## config.mk

```make
export PLATFORM = sky130hd
export DESIGN_NAME = cjump_unit_q_flat
export DESIGN_NICKNAME = d
export VERILOG_FILES = /design/src/rtl/fu_pkg.sv /design/src/rtl/cjump_unit_q_if.sv /design/src/rtl/fu_result_queue.sv /design/src/rtl/cjump_unit_q.sv /design/src/flat_wrapper.sv
export SDC_FILE = /design/constraint.sdc
export NUM_CORES = 1
export LEC_CHECK = 0
export ABC_AREA = 0
export BUFFER_PORTS_ARGS = -buffer_cell sky130_fd_sc_hd__buf_4
export CAP_MARGIN = 20
export CORE_ASPECT_RATIO = 1.1
export CORE_MARGIN = 5
export CORE_UTILIZATION = 24
export DETAILED_ROUTE_END_ITERATION = 12
export PLACE_DENSITY = 0.43
export REMOVE_ABC_BUFFERS = 1
export SLEW_MARGIN = 20
export SYNTH_ARGS = -nofsm -noshare
export SYNTH_HDL_FRONTEND = slang
export SYNTH_SLANG_ARGS = --single-unit
```

## constraint.sdc

```tcl
create_clock -name clk -period 1.9 [get_ports clk]
set_input_delay 0.475 -clock clk [delete_from_list [all_inputs] [get_ports clk]]
set_output_delay 0.475 -clock clk [all_outputs]
set_load 0.005 [all_outputs]
```

## src/rtl/fu_pkg.sv

```systemverilog
// Shared types and constants for functional units that retire through a result queue.
// The entry struct reflects the default unit widths (8-bit data, 4-bit ROB tag, 8-bit flags).
package fu_pkg;

    localparam int FLAG_NT_BIT   = 5;
    localparam int FLAG_NOWB_BIT = 7;

    localparam int FU_XLEN    = 8;
    localparam int FU_ROBID_W = 4;
    localparam int FU_FLAGS_W = 8;
    localparam int FU_WBS_W   = 8;

    // Sign class of a single operand; the encoding doubles as the condition-mask index.
    typedef enum logic [1:0] {
        CLS_ZERO     = 2'd0,
        CLS_POS      = 2'd1,
        CLS_MOST_NEG = 2'd2,
        CLS_NEG      = 2'd3
    } cond_class_e;

    typedef enum logic {
        MODE_CLASS = 1'b0,
        MODE_CMP   = 1'b1
    } jump_mode_e;

    typedef struct packed {
        logic [FU_XLEN-1:0]    value;
        logic [FU_WBS_W-1:0]   wbs;
        logic [FU_FLAGS_W-1:0] flags;
        logic [FU_ROBID_W-1:0] robid;
        logic                  cdb_pend;
        logic                  rob_pend;
    } fu_entry_t;

endpackage

```

## src/rtl/cjump_unit_q_if.sv

```systemverilog
// Issue-side and CDB/ROB-side signals of the conditional-jump unit.
// master = issue/arbiter side, slave = the unit itself.
interface cjump_unit_q_if #(
    parameter int XLEN    = 8,
    parameter int ROBID_W = 4,
    parameter int FLAGS_W = 8
);
    logic                 input_transmit;
    logic [7:0]           operand;
    logic [3*XLEN-1:0]    depvals;
    logic [7:0]           wbs;
    logic [FLAGS_W-1:0]   flags;
    logic [ROBID_W-1:0]   robid;
    logic                 flush;
    logic                 cdb_transmit;
    logic                 cdb_transmit_out;
    logic [ROBID_W-1:0]   cdb_id;
    logic [XLEN-1:0]      cdb_val;
    logic                 rob_transmit;
    logic                 rob_transmit_out;
    logic [ROBID_W-1:0]   robid_out;
    logic [FLAGS_W-1:0]   flags_out;
    logic [7:0]           wbs_out;
    logic [XLEN-1:0]      value_out;
    logic                 busy;

    modport master (
        output input_transmit, operand, depvals, wbs, flags, robid, flush,
               cdb_transmit, rob_transmit,
        input  cdb_transmit_out, cdb_id, cdb_val, rob_transmit_out,
               robid_out, flags_out, wbs_out, value_out, busy
    );

    modport slave (
        input  input_transmit, operand, depvals, wbs, flags, robid, flush,
               cdb_transmit, rob_transmit,
        output cdb_transmit_out, cdb_id, cdb_val, rob_transmit_out,
               robid_out, flags_out, wbs_out, value_out, busy
    );
endinterface

```

## src/rtl/fu_result_queue.sv

```systemverilog
// DEPTH-entry result queue whose head drains through independent CDB and ROB handshakes.
// The head pops on the edge where its last pending bit clears.
module fu_result_queue #(
    parameter int PAYLOAD_W = 28,
    parameter int DEPTH     = 2
) (
    input  logic                 clk,
    input  logic                 rst,
    input  logic                 i_flush,
    input  logic                 i_push,
    input  logic [PAYLOAD_W-1:0] i_payload,
    input  logic                 i_cdb_pend,
    input  logic                 i_cdb_accept,
    input  logic                 i_rob_accept,
    output logic [PAYLOAD_W-1:0] o_payload,
    output logic                 o_cdb_pend,
    output logic                 o_rob_pend,
    output logic                 o_busy
);
    localparam int PTR_W = (DEPTH > 1) ? $clog2(DEPTH) : 1;
    localparam int CNT_W = $clog2(DEPTH + 1);
    localparam logic [CNT_W-1:0] FULL_CNT = CNT_W'(DEPTH);
    localparam logic [PTR_W-1:0] LAST_PTR = PTR_W'(DEPTH - 1);

    logic [PAYLOAD_W-1:0] r_mem [DEPTH];
    logic [DEPTH-1:0]     r_cdb_pend;
    logic [DEPTH-1:0]     r_rob_pend;
    logic [PTR_W-1:0]     r_head;
    logic [PTR_W-1:0]     r_tail;
    logic [CNT_W-1:0]     r_count;

    logic w_empty, w_full, w_head_cdb, w_head_rob;
    logic w_cdb_clr, w_rob_clr, w_pop, w_push;

    // Explicit wrap keeps non-power-of-2 depths legal.
    function automatic logic [PTR_W-1:0] ptr_inc(input logic [PTR_W-1:0] p);
        return (p == LAST_PTR) ? '0 : p + 1'b1;
    endfunction

    assign w_empty    = (r_count == '0);
    assign w_full     = (r_count == FULL_CNT);
    assign w_head_cdb = !w_empty && r_cdb_pend[r_head];
    assign w_head_rob = !w_empty && r_rob_pend[r_head];
    assign w_cdb_clr  = w_head_cdb && i_cdb_accept;
    assign w_rob_clr  = w_head_rob && i_rob_accept;
    assign w_pop      = (w_cdb_clr || w_rob_clr)
                        && (!w_head_cdb || w_cdb_clr)
                        && (!w_head_rob || w_rob_clr);
    assign w_push     = i_push && !w_full;

    always_ff @(posedge clk) begin
        if (rst || i_flush) begin
            r_head  <= '0;
            r_tail  <= '0;
            r_count <= '0;
        end else begin
            if (w_push) r_tail <= ptr_inc(r_tail);
            if (w_pop)  r_head <= ptr_inc(r_head);
            case ({w_push, w_pop})
                2'b10:   r_count <= r_count + 1'b1;
                2'b01:   r_count <= r_count - 1'b1;
                default: r_count <= r_count;
            endcase
        end
    end

    // Push and head-clear never target the same slot: tail==head only when empty or full.
    always_ff @(posedge clk) begin
        for (int i = 0; i < DEPTH; i++) begin
            if (rst || i_flush) begin
                r_cdb_pend[i] <= 1'b0;
                r_rob_pend[i] <= 1'b0;
            end else if (w_push && r_tail == PTR_W'(i)) begin
                r_cdb_pend[i] <= i_cdb_pend;
                r_rob_pend[i] <= 1'b1;
            end else if (r_head == PTR_W'(i)) begin
                if (w_cdb_clr) r_cdb_pend[i] <= 1'b0;
                if (w_rob_clr) r_rob_pend[i] <= 1'b0;
            end
        end
    end

    always_ff @(posedge clk) begin
        if (w_push) r_mem[r_tail] <= i_payload;
    end

    assign o_payload  = w_empty ? '0 : r_mem[r_head];
    assign o_cdb_pend = w_head_cdb;
    assign o_rob_pend = w_head_rob;
    assign o_busy     = w_full;

endmodule

```

## src/rtl/cjump_unit_q.sv

```systemverilog
// Conditional-jump functional unit: decides taken/not-taken by operand sign class or
// signed compare, and queues target plus updated flags for the CDB and ROB.
module cjump_unit_q
    import fu_pkg::*;
#(
    parameter int XLEN     = 8,
    parameter int ROBID_W  = 4,
    parameter int FLAGS_W  = 8,
    parameter int DEPTH    = 2,
    parameter int NT_BIT   = FLAG_NT_BIT,
    parameter int NOWB_BIT = FLAG_NOWB_BIT
) (
    input  logic           clk,
    input  logic           rst,
    cjump_unit_q_if.slave  bus
);
    localparam int PAYLOAD_W = XLEN + 8 + FLAGS_W + ROBID_W;

    logic [XLEN-1:0]      w_x, w_a, w_target;
    jump_mode_e           w_mode;
    cond_class_e          w_class;
    logic [1:0]           w_idx;
    logic                 w_taken;
    logic [FLAGS_W-1:0]   w_upd_flags;
    logic [PAYLOAD_W-1:0] w_payload, w_head;
    logic [XLEN-1:0]      w_head_value;
    logic [7:0]           w_head_wbs;
    logic [FLAGS_W-1:0]   w_head_flags;
    logic [ROBID_W-1:0]   w_head_robid;
    logic                 w_cdb_pend_out, w_rob_pend_out, w_busy;

    assign w_x      = bus.depvals[2*XLEN +: XLEN];
    assign w_a      = bus.depvals[XLEN +: XLEN];
    assign w_target = bus.depvals[0 +: XLEN];

    // Compare mode never yields index 3, so mask bit 3 is dead there.
    always_comb begin
        w_mode  = jump_mode_e'(bus.operand[4]);
        w_class = cond_class_e'({w_a[XLEN-1], |w_a[XLEN-2:0]});
        if (w_mode == MODE_CLASS) begin
            w_idx = w_class;
        end else begin
            w_idx = {$signed(w_x) < $signed(w_a), w_x == w_a};
        end
        w_taken             = bus.operand[w_idx];
        w_upd_flags         = bus.flags;
        w_upd_flags[NT_BIT] = ~w_taken;
    end

    assign w_payload = {w_target, bus.wbs, w_upd_flags, bus.robid};

    fu_result_queue #(
        .PAYLOAD_W (PAYLOAD_W),
        .DEPTH     (DEPTH)
    ) u_queue (
        .clk          (clk),
        .rst          (rst),
        .i_flush      (bus.flush),
        .i_push       (bus.input_transmit),
        .i_payload    (w_payload),
        .i_cdb_pend   (~w_upd_flags[NOWB_BIT]),
        .i_cdb_accept (bus.cdb_transmit),
        .i_rob_accept (bus.rob_transmit),
        .o_payload    (w_head),
        .o_cdb_pend   (w_cdb_pend_out),
        .o_rob_pend   (w_rob_pend_out),
        .o_busy       (w_busy)
    );

    assign {w_head_value, w_head_wbs, w_head_flags, w_head_robid} = w_head;

    assign bus.cdb_transmit_out = w_cdb_pend_out;
    assign bus.rob_transmit_out = w_rob_pend_out;
    assign bus.cdb_id           = w_head_robid;
    assign bus.cdb_val          = w_head_value;
    assign bus.robid_out        = w_head_robid;
    assign bus.flags_out        = w_head_flags;
    assign bus.wbs_out          = w_head_wbs;
    assign bus.value_out        = w_head_value;
    assign bus.busy             = w_busy;

endmodule

```

## src/flat_wrapper.sv

```systemverilog
// flat-port wrapper written by rule: the top's interface ports become plain ports
module cjump_unit_q_flat import fu_pkg::*;
#(
    parameter int XLEN     = 8,
    parameter int ROBID_W  = 4,
    parameter int FLAGS_W  = 8,
    parameter int DEPTH    = 2,
    parameter int NT_BIT   = FLAG_NT_BIT,
    parameter int NOWB_BIT = FLAG_NOWB_BIT
)
  (clk, rst, bus_input_transmit, bus_operand, bus_depvals, bus_wbs, bus_flags, bus_robid, bus_flush, bus_cdb_transmit, bus_rob_transmit, bus_cdb_transmit_out, bus_cdb_id, bus_cdb_val, bus_rob_transmit_out, bus_robid_out, bus_flags_out, bus_wbs_out, bus_value_out, bus_busy);
  cjump_unit_q_if #(.XLEN(XLEN), .ROBID_W(ROBID_W), .FLAGS_W(FLAGS_W)) bus_i ();
  input  logic clk;
  input  logic rst;
  input wire logic [$bits(bus_i.input_transmit)-1:0] bus_input_transmit;
  input wire logic [$bits(bus_i.operand)-1:0] bus_operand;
  input wire logic [$bits(bus_i.depvals)-1:0] bus_depvals;
  input wire logic [$bits(bus_i.wbs)-1:0] bus_wbs;
  input wire logic [$bits(bus_i.flags)-1:0] bus_flags;
  input wire logic [$bits(bus_i.robid)-1:0] bus_robid;
  input wire logic [$bits(bus_i.flush)-1:0] bus_flush;
  input wire logic [$bits(bus_i.cdb_transmit)-1:0] bus_cdb_transmit;
  input wire logic [$bits(bus_i.rob_transmit)-1:0] bus_rob_transmit;
  output wire logic [$bits(bus_i.cdb_transmit_out)-1:0] bus_cdb_transmit_out;
  output wire logic [$bits(bus_i.cdb_id)-1:0] bus_cdb_id;
  output wire logic [$bits(bus_i.cdb_val)-1:0] bus_cdb_val;
  output wire logic [$bits(bus_i.rob_transmit_out)-1:0] bus_rob_transmit_out;
  output wire logic [$bits(bus_i.robid_out)-1:0] bus_robid_out;
  output wire logic [$bits(bus_i.flags_out)-1:0] bus_flags_out;
  output wire logic [$bits(bus_i.wbs_out)-1:0] bus_wbs_out;
  output wire logic [$bits(bus_i.value_out)-1:0] bus_value_out;
  output wire logic [$bits(bus_i.busy)-1:0] bus_busy;
  assign bus_i.input_transmit = bus_input_transmit;
  assign bus_i.operand = bus_operand;
  assign bus_i.depvals = bus_depvals;
  assign bus_i.wbs = bus_wbs;
  assign bus_i.flags = bus_flags;
  assign bus_i.robid = bus_robid;
  assign bus_i.flush = bus_flush;
  assign bus_i.cdb_transmit = bus_cdb_transmit;
  assign bus_i.rob_transmit = bus_rob_transmit;
  assign bus_cdb_transmit_out = bus_i.cdb_transmit_out;
  assign bus_cdb_id = bus_i.cdb_id;
  assign bus_cdb_val = bus_i.cdb_val;
  assign bus_rob_transmit_out = bus_i.rob_transmit_out;
  assign bus_robid_out = bus_i.robid_out;
  assign bus_flags_out = bus_i.flags_out;
  assign bus_wbs_out = bus_i.wbs_out;
  assign bus_value_out = bus_i.value_out;
  assign bus_busy = bus_i.busy;
  cjump_unit_q #(.XLEN(XLEN), .ROBID_W(ROBID_W), .FLAGS_W(FLAGS_W), .DEPTH(DEPTH), .NT_BIT(NT_BIT), .NOWB_BIT(NOWB_BIT)) u_core (.clk(clk), .rst(rst), .bus(bus_i));
endmodule
```

After elaboration in Yosys (flattened, before gate mapping). Memory sizes are Yosys's and may differ from the RTL's. A register that Yosys moved wholly into a read port is not among the register bits. Index checks and enable logic that the tools add are counted.

Flip-flop bits (word level): 8. RAM bits: 56. Bits of input ports: 58. Logic and storage cells: 77. Memories kept: 1.

Memory list: u_core.u_queue.r_mem (depth 2, width 28, rd ports 1, clocked after memory_dff 1, write ports 1, line fu_result_queue.sv:25) `logic [PAYLOAD_W-1:0] r_mem [DEPTH];`.

Add/subtract/negate cells: 4. Magnitude comparators: 3. Equality and inequality tests: 5. Muxes and demuxes: 25. Bitwise gates (word level): 3. Reductions and logical operators: 29.

Operators by type and width (count): $mux W28 (1); $mux W1 (21); $reduce_bool A2 Y1 (6); $logic_and A1 B1 Y1 (9); $eq A8 B8 Y1 (1); $lt A8 B8 Y1 (1); $reduce_and A2 Y1 (4); $reduce_or A7 Y1 (1); $eq A2 B2 Y1 const B (2); $logic_not A1 Y1 (4); $logic_or A1 B1 Y1 (4); $lt A2 B4 Y1 const B (1); $pmux W2 S2 (1); $not A1 Y1 (3); $add A1 B1 Y1 const B (2); $add A2 B1 Y2 const B (1); $bmux W1 S2 (1); $eq A2 B1 Y1 const B (1); $logic_not A2 Y1 (1); $lt A1 B2 Y1 const B (1); $mux W2 (1); $ne A2 B1 Y1 const B (1); $sub A2 B1 Y2 const B (1).

Longest topological paths before layout.
Depth in word-level cells: 9. Depth in mapped cells: 8.

Modules after synthesis. A second synthesis with hierarchy kept.

Cells, all modules: 228. Area total of the unflattened synthesis: 2957.8 µm².

By module, submodules not included: fu_result_queue (times used 1, cells each 173, area each 2555.0 µm², seq. area each 1861.8 µm²); cjump_unit_q (times used 1, cells each 55, area each 402.9 µm², seq. area each 0.0 µm²).

Least setup slack after synthesis. OpenSTA, ideal clock, no wires.

Path kind: register to register. Start: register u_core.u_queue.r_head. End: register u_core.u_queue.r_count[1]. Arrival: 1944 ps. Slack: -114 ps. Stages on the path, launching flop included: 8. Cell sequence: dfxtp_1 buf_6 mux2i_2 nor3_1 a2111oi_2 ha_1 or3_1 a21oi_1.

Longest elaborated chain between the ends: 9. Elaborated cells on any way between the ends: 19.

RTL lines: start: declaration (line fu_result_queue.sv:28) `logic [PTR_W-1:0] r_head;`; start signal: assignment (line fu_result_queue.sv:58) `if (w_pop) r_head <= ptr_inc(r_head);`; $mux W1 (on tied branches) (2 in series) (line fu_result_queue.sv:42, fu_result_queue.sv:43); $logic_and A1 B1 Y1 (on tied branches) (line fu_result_queue.sv:42, fu_result_queue.sv:43); $logic_and A1 B1 Y1, or another cell as far along (line fu_result_queue.sv:44) `assign w_cdb_clr = w_head_cdb && i_cdb_accept;`; $logic_or A1 B1 Y1 (on tied branches) (line fu_result_queue.sv:46, fu_result_queue.sv:47); $logic_and A1 B1 Y1 (line fu_result_queue.sv:47) `&& (!w_head_cdb || w_cdb_clr)`; $logic_and A1 B1 Y1 (*) (line fu_result_queue.sv:48) `&& (!w_head_rob || w_rob_clr);`; net u_core.u_queue.w_pop (line fu_result_queue.sv:33) `logic w_cdb_clr, w_rob_clr, w_pop, w_push;`; $eq A2 B1 Y1 / $eq A2 B2 Y1 (equally long branches) (line fu_result_queue.sv:59) `case ({w_push, w_pop})`; $pmux W2 S2 / $reduce_bool A2 Y1 (equally long branches); end signal: assignment (line fu_result_queue.sv:60) `2'b10: r_count <= r_count + 1'b1;`; end signal: assignment (line fu_result_queue.sv:61) `2'b01: r_count <= r_count - 1'b1;`; end signal: assignment (line fu_result_queue.sv:62) `default: r_count <= r_count;`; end: declaration (line fu_result_queue.sv:30) `logic [CNT_W-1:0] r_count;`.

Mark *: on every way through the listed nets, which the timed path passes. The rest lies on a longest branch. The select of a mux whose other input is x is not followed. A chain may end at the register's enable or synchronous reset.

Worst setup path in the final report. Ends and elaborated chain as after synthesis.

==> results_dict.tcl <==
set metrics [dict create \
    fin_ws_ns -0.0362 \
    grt_max_degree 20 \
    rr_endpoint "u_core.u_queue.r_count[1]" \
    grt_usage_pct 8.82 \
    ys.flop_type "edfxtp_1" \
    critPathMaxStageDelay_ns 0.38 \
    diodes 0 \
    tightest_slew_ns 0.347 \
    h-tree-depth 3 \
    drc 0 \
    ys_seq_area_share_pct 64.2 \
    synth-seq-cells 65 \
    antenna_left 0 \
    hold_viol 0 \
    numCtsBuffers 9 \
    via_per_inst 4.11 \
    synth-edff-count 56 \
    crit_start "u_core.u_queue.r_head" \
    cts_tree "done" \
    overflow 0 \
    async_flop_share_pct 0 \
    synth_most_common_cell "edfxtp_1" \
    maxCapViolCount 0 \
    run_status "finished with violations" \
    end_kind "flip-flop" \
    max_freq_ghz 0.516 \
    r2r_cells 7 \
    fillers 1171 \
    setup_viol 1 \
    yosys.area.top_type "edfxtp_1" \
    clk_latency_ns 0.32 \
    synth_top_area_share_pct 58.0 \
    drv_slew 0 \
    cp_cell_sequence "mux2i_2 -> buf_4 -> a2111oi_4 -> buf_4 -> ha_4 -> or3_4 -> a21oi_2" \
    core-area_mm2 0.0119 \
    power_density_mw_per_mm2 850 \
    rows 42 \
    yosysWarnings 0 \
    drive_above_1_share_pct 46.0 \
    place_congestion 0.719 \
    p_leak_nw 1.73 \
    clockBufferDepth 2 \
    synthesis.area_mm2 0.00290 \
    path_buf_inv 2 \
    fin_nets 397 \
    start_kind "flip-flop" \
    syn_inst 221 \
    crit_path_top_delay_cell "or3_4" \
    place_ws_ns -0.402 \
    dieWidth_um 115 \
    cts-hold-fix-buffers 0 \
    dieArea_mm2 0.0144 \
    dpl.hpwl_um 4750 \
    finClkSkew_ns 0.00423 \
    timing.final.crit_share_pct 102 \
    cpMostUsedCell "buf_4" \
    seqCellArea_mm2 0.00187 \
    vias 2011 \
    io_pins 101 \
    r2r_start "u_core.u_queue.r_head" \
    worst_ep_arrival_time_ns 2.19 \
    synth.area.top_cells "edfxtp_1, mux2i_1, dfxtp_1" \
    setup-tns-final_ns -0.0362 \
    wirelength_um 6570 \
    grt_antenna_before_repair 0 \
    die_h_um 125 \
    first_iter_violations 40 \
    cts.sinks 65 \
    ys_types 36 \
    worstSetupEndpoint "u_core.u_queue.r_count[1]" \
    relSlewSlack_pct 76.7 \
    r2r_slack_ns -0.04 \
    violations "negative setup slack" \
    cp.required_ns 2.15 \
    multiInputGateArea_um2 952 \
    hp-class "input pin to flip-flop" \
    grt_pass1_wl_um 9750 \
    crit_fanout 4 \
    period_needed_ns 1.94 \
    first_global_vias 1970 \
    cp.depth 7 \
    drt_first_pass_iters 4 \
    start_util_pct 24.3 \
    syn_to_final_growth_pct 48.8 \
    portBuffers 96 \
    vdd_drop_max_mv 0.298 \
    wl_per_cell_um 13.4 \
    crit_family "compound AO/OA/AOI/OAI gates" \
    worstSetupPathType "flip-flop to flip-flop" \
    ys_top_cells_by_count "edfxtp_1, nor2_1, mux2i_1, inv_1, buf_4" \
    hold_slack_ns 0.339 \
    clock_tree.root_cell "clkbuf_16" \
    clk_pin_slew_ns 0.06 \
    rsz0062_at_grt "yes" \
    syn_avg_cell_area_um2 13.1 \
]
## timing repair
| item | CTS | global route |
|---|---|---|
| cloned | 0 | 1 |
| pin swaps | 2 | 7 |
| gates resized for setup | 6 | 16 |
| setup endpoints to repair | 4 | 26 |
| setup buffers | 2 | 0 |
## per-stage QoR
stage | instances | utilization [%] | power (W) | cell area, um^2
2_1_floorplan | 201 | - | 0.00180 | 2770
3_3_place_gp | 470 | 32.2 | 0.00204 | 3840
5_1_grt | 489 | 36.2 | 0.00385 | 4310
3_5_place_dp | 470 | 32.2 | 0.00204 | 3840
4_1_cts | 488 | 35.2 | 0.00370 | 4200
6_report | 489 | 36.2 | 0.00366 | 4310
## power breakdown
part / switching [W] / leakage (nW) / total (W) / internal [W]
Combinational: 0.000177 / 0.970 / 0.000398 / 0.000220
Sequential: 0.0000162 / 0.600 / 0.00163 / 0.00162
Clock: 0.000559 / 0.156 / 0.00163 / 0.00107
## layer usage
metal,wire (um),part of all wire (%),GRT usage (%)
met1,2870,44,11.4
met2,3070,47,13.8
met3,577,8.8,3.82
met4,45,0.69,1.86
met5,0,0,0
## cells by family (layout without fill, tap and decap cells)
group                      after synthesis  count (layout)  share of synthesized area (%)
AOI/OAI and AO/OA                       17              17                           3.80
xor gates and xnor gates                 3               3                          0.907
adders and majority gates                9               9                           3.88
buffers and inverters                   36             150                           6.56
DFF                                     65              65                           64.2
muxes                                   32              32                           11.7
and+or+nand+nor                         59              59                           8.98
## sequential cells by signal, summed over array words and instances (netlist names), named ones only
register                   count
u_core.u_queue.r_mem          56
u_core.u_queue.r_cdb_pend      2
u_core.u_queue.r_count         2
u_core.u_queue.r_rob_pend      2
u_core.u_queue.r_head          1
u_core.u_queue.r_tail          1
## cell type report
class / count / share of cell area, %
Sequential cell: 65 / 43.3
Multi-Input combinational cell: 120 / 22.1
Timing Repair Buffer: 118 / 21.5
Clock buffer: 13 / 6.79
Tap cell: 154 / 4.47
Inverter: 16 / 1.39
Clock inverter: 3 / 0.435
## worst min-delay path by stage
stage	to	from	depth (start not counted)
finish	u_core.u_queue.r_mem[0][3]	bus_robid[3]	1
global route	u_core.u_queue.r_mem[1][4]	bus_flags[0]	1
CTS	u_core.u_queue.r_mem[0][4]	bus_flags[0]	1
detailed placement	u_core.u_queue.r_tail	u_core.u_queue.r_tail	2
global placement	u_core.u_queue.r_tail	u_core.u_queue.r_tail	2
floorplan	u_core.u_queue.r_tail	u_core.u_queue.r_tail	2
## cell usage in the layout (no fill, tap or decap), types with 4 or more instances in the layout
cell	Yosys	layout
ha_1	9	7
inv_1	16	16
o21ai_0	5	4
nor2_1	36	35
clkbuf_16	0	12
dfxtp_1	9	7
nand2_1	7	7
buf_4	12	113
mux2i_1	29	26
edfxtp_1	56	56
Power figures use the tool's default switching activity.
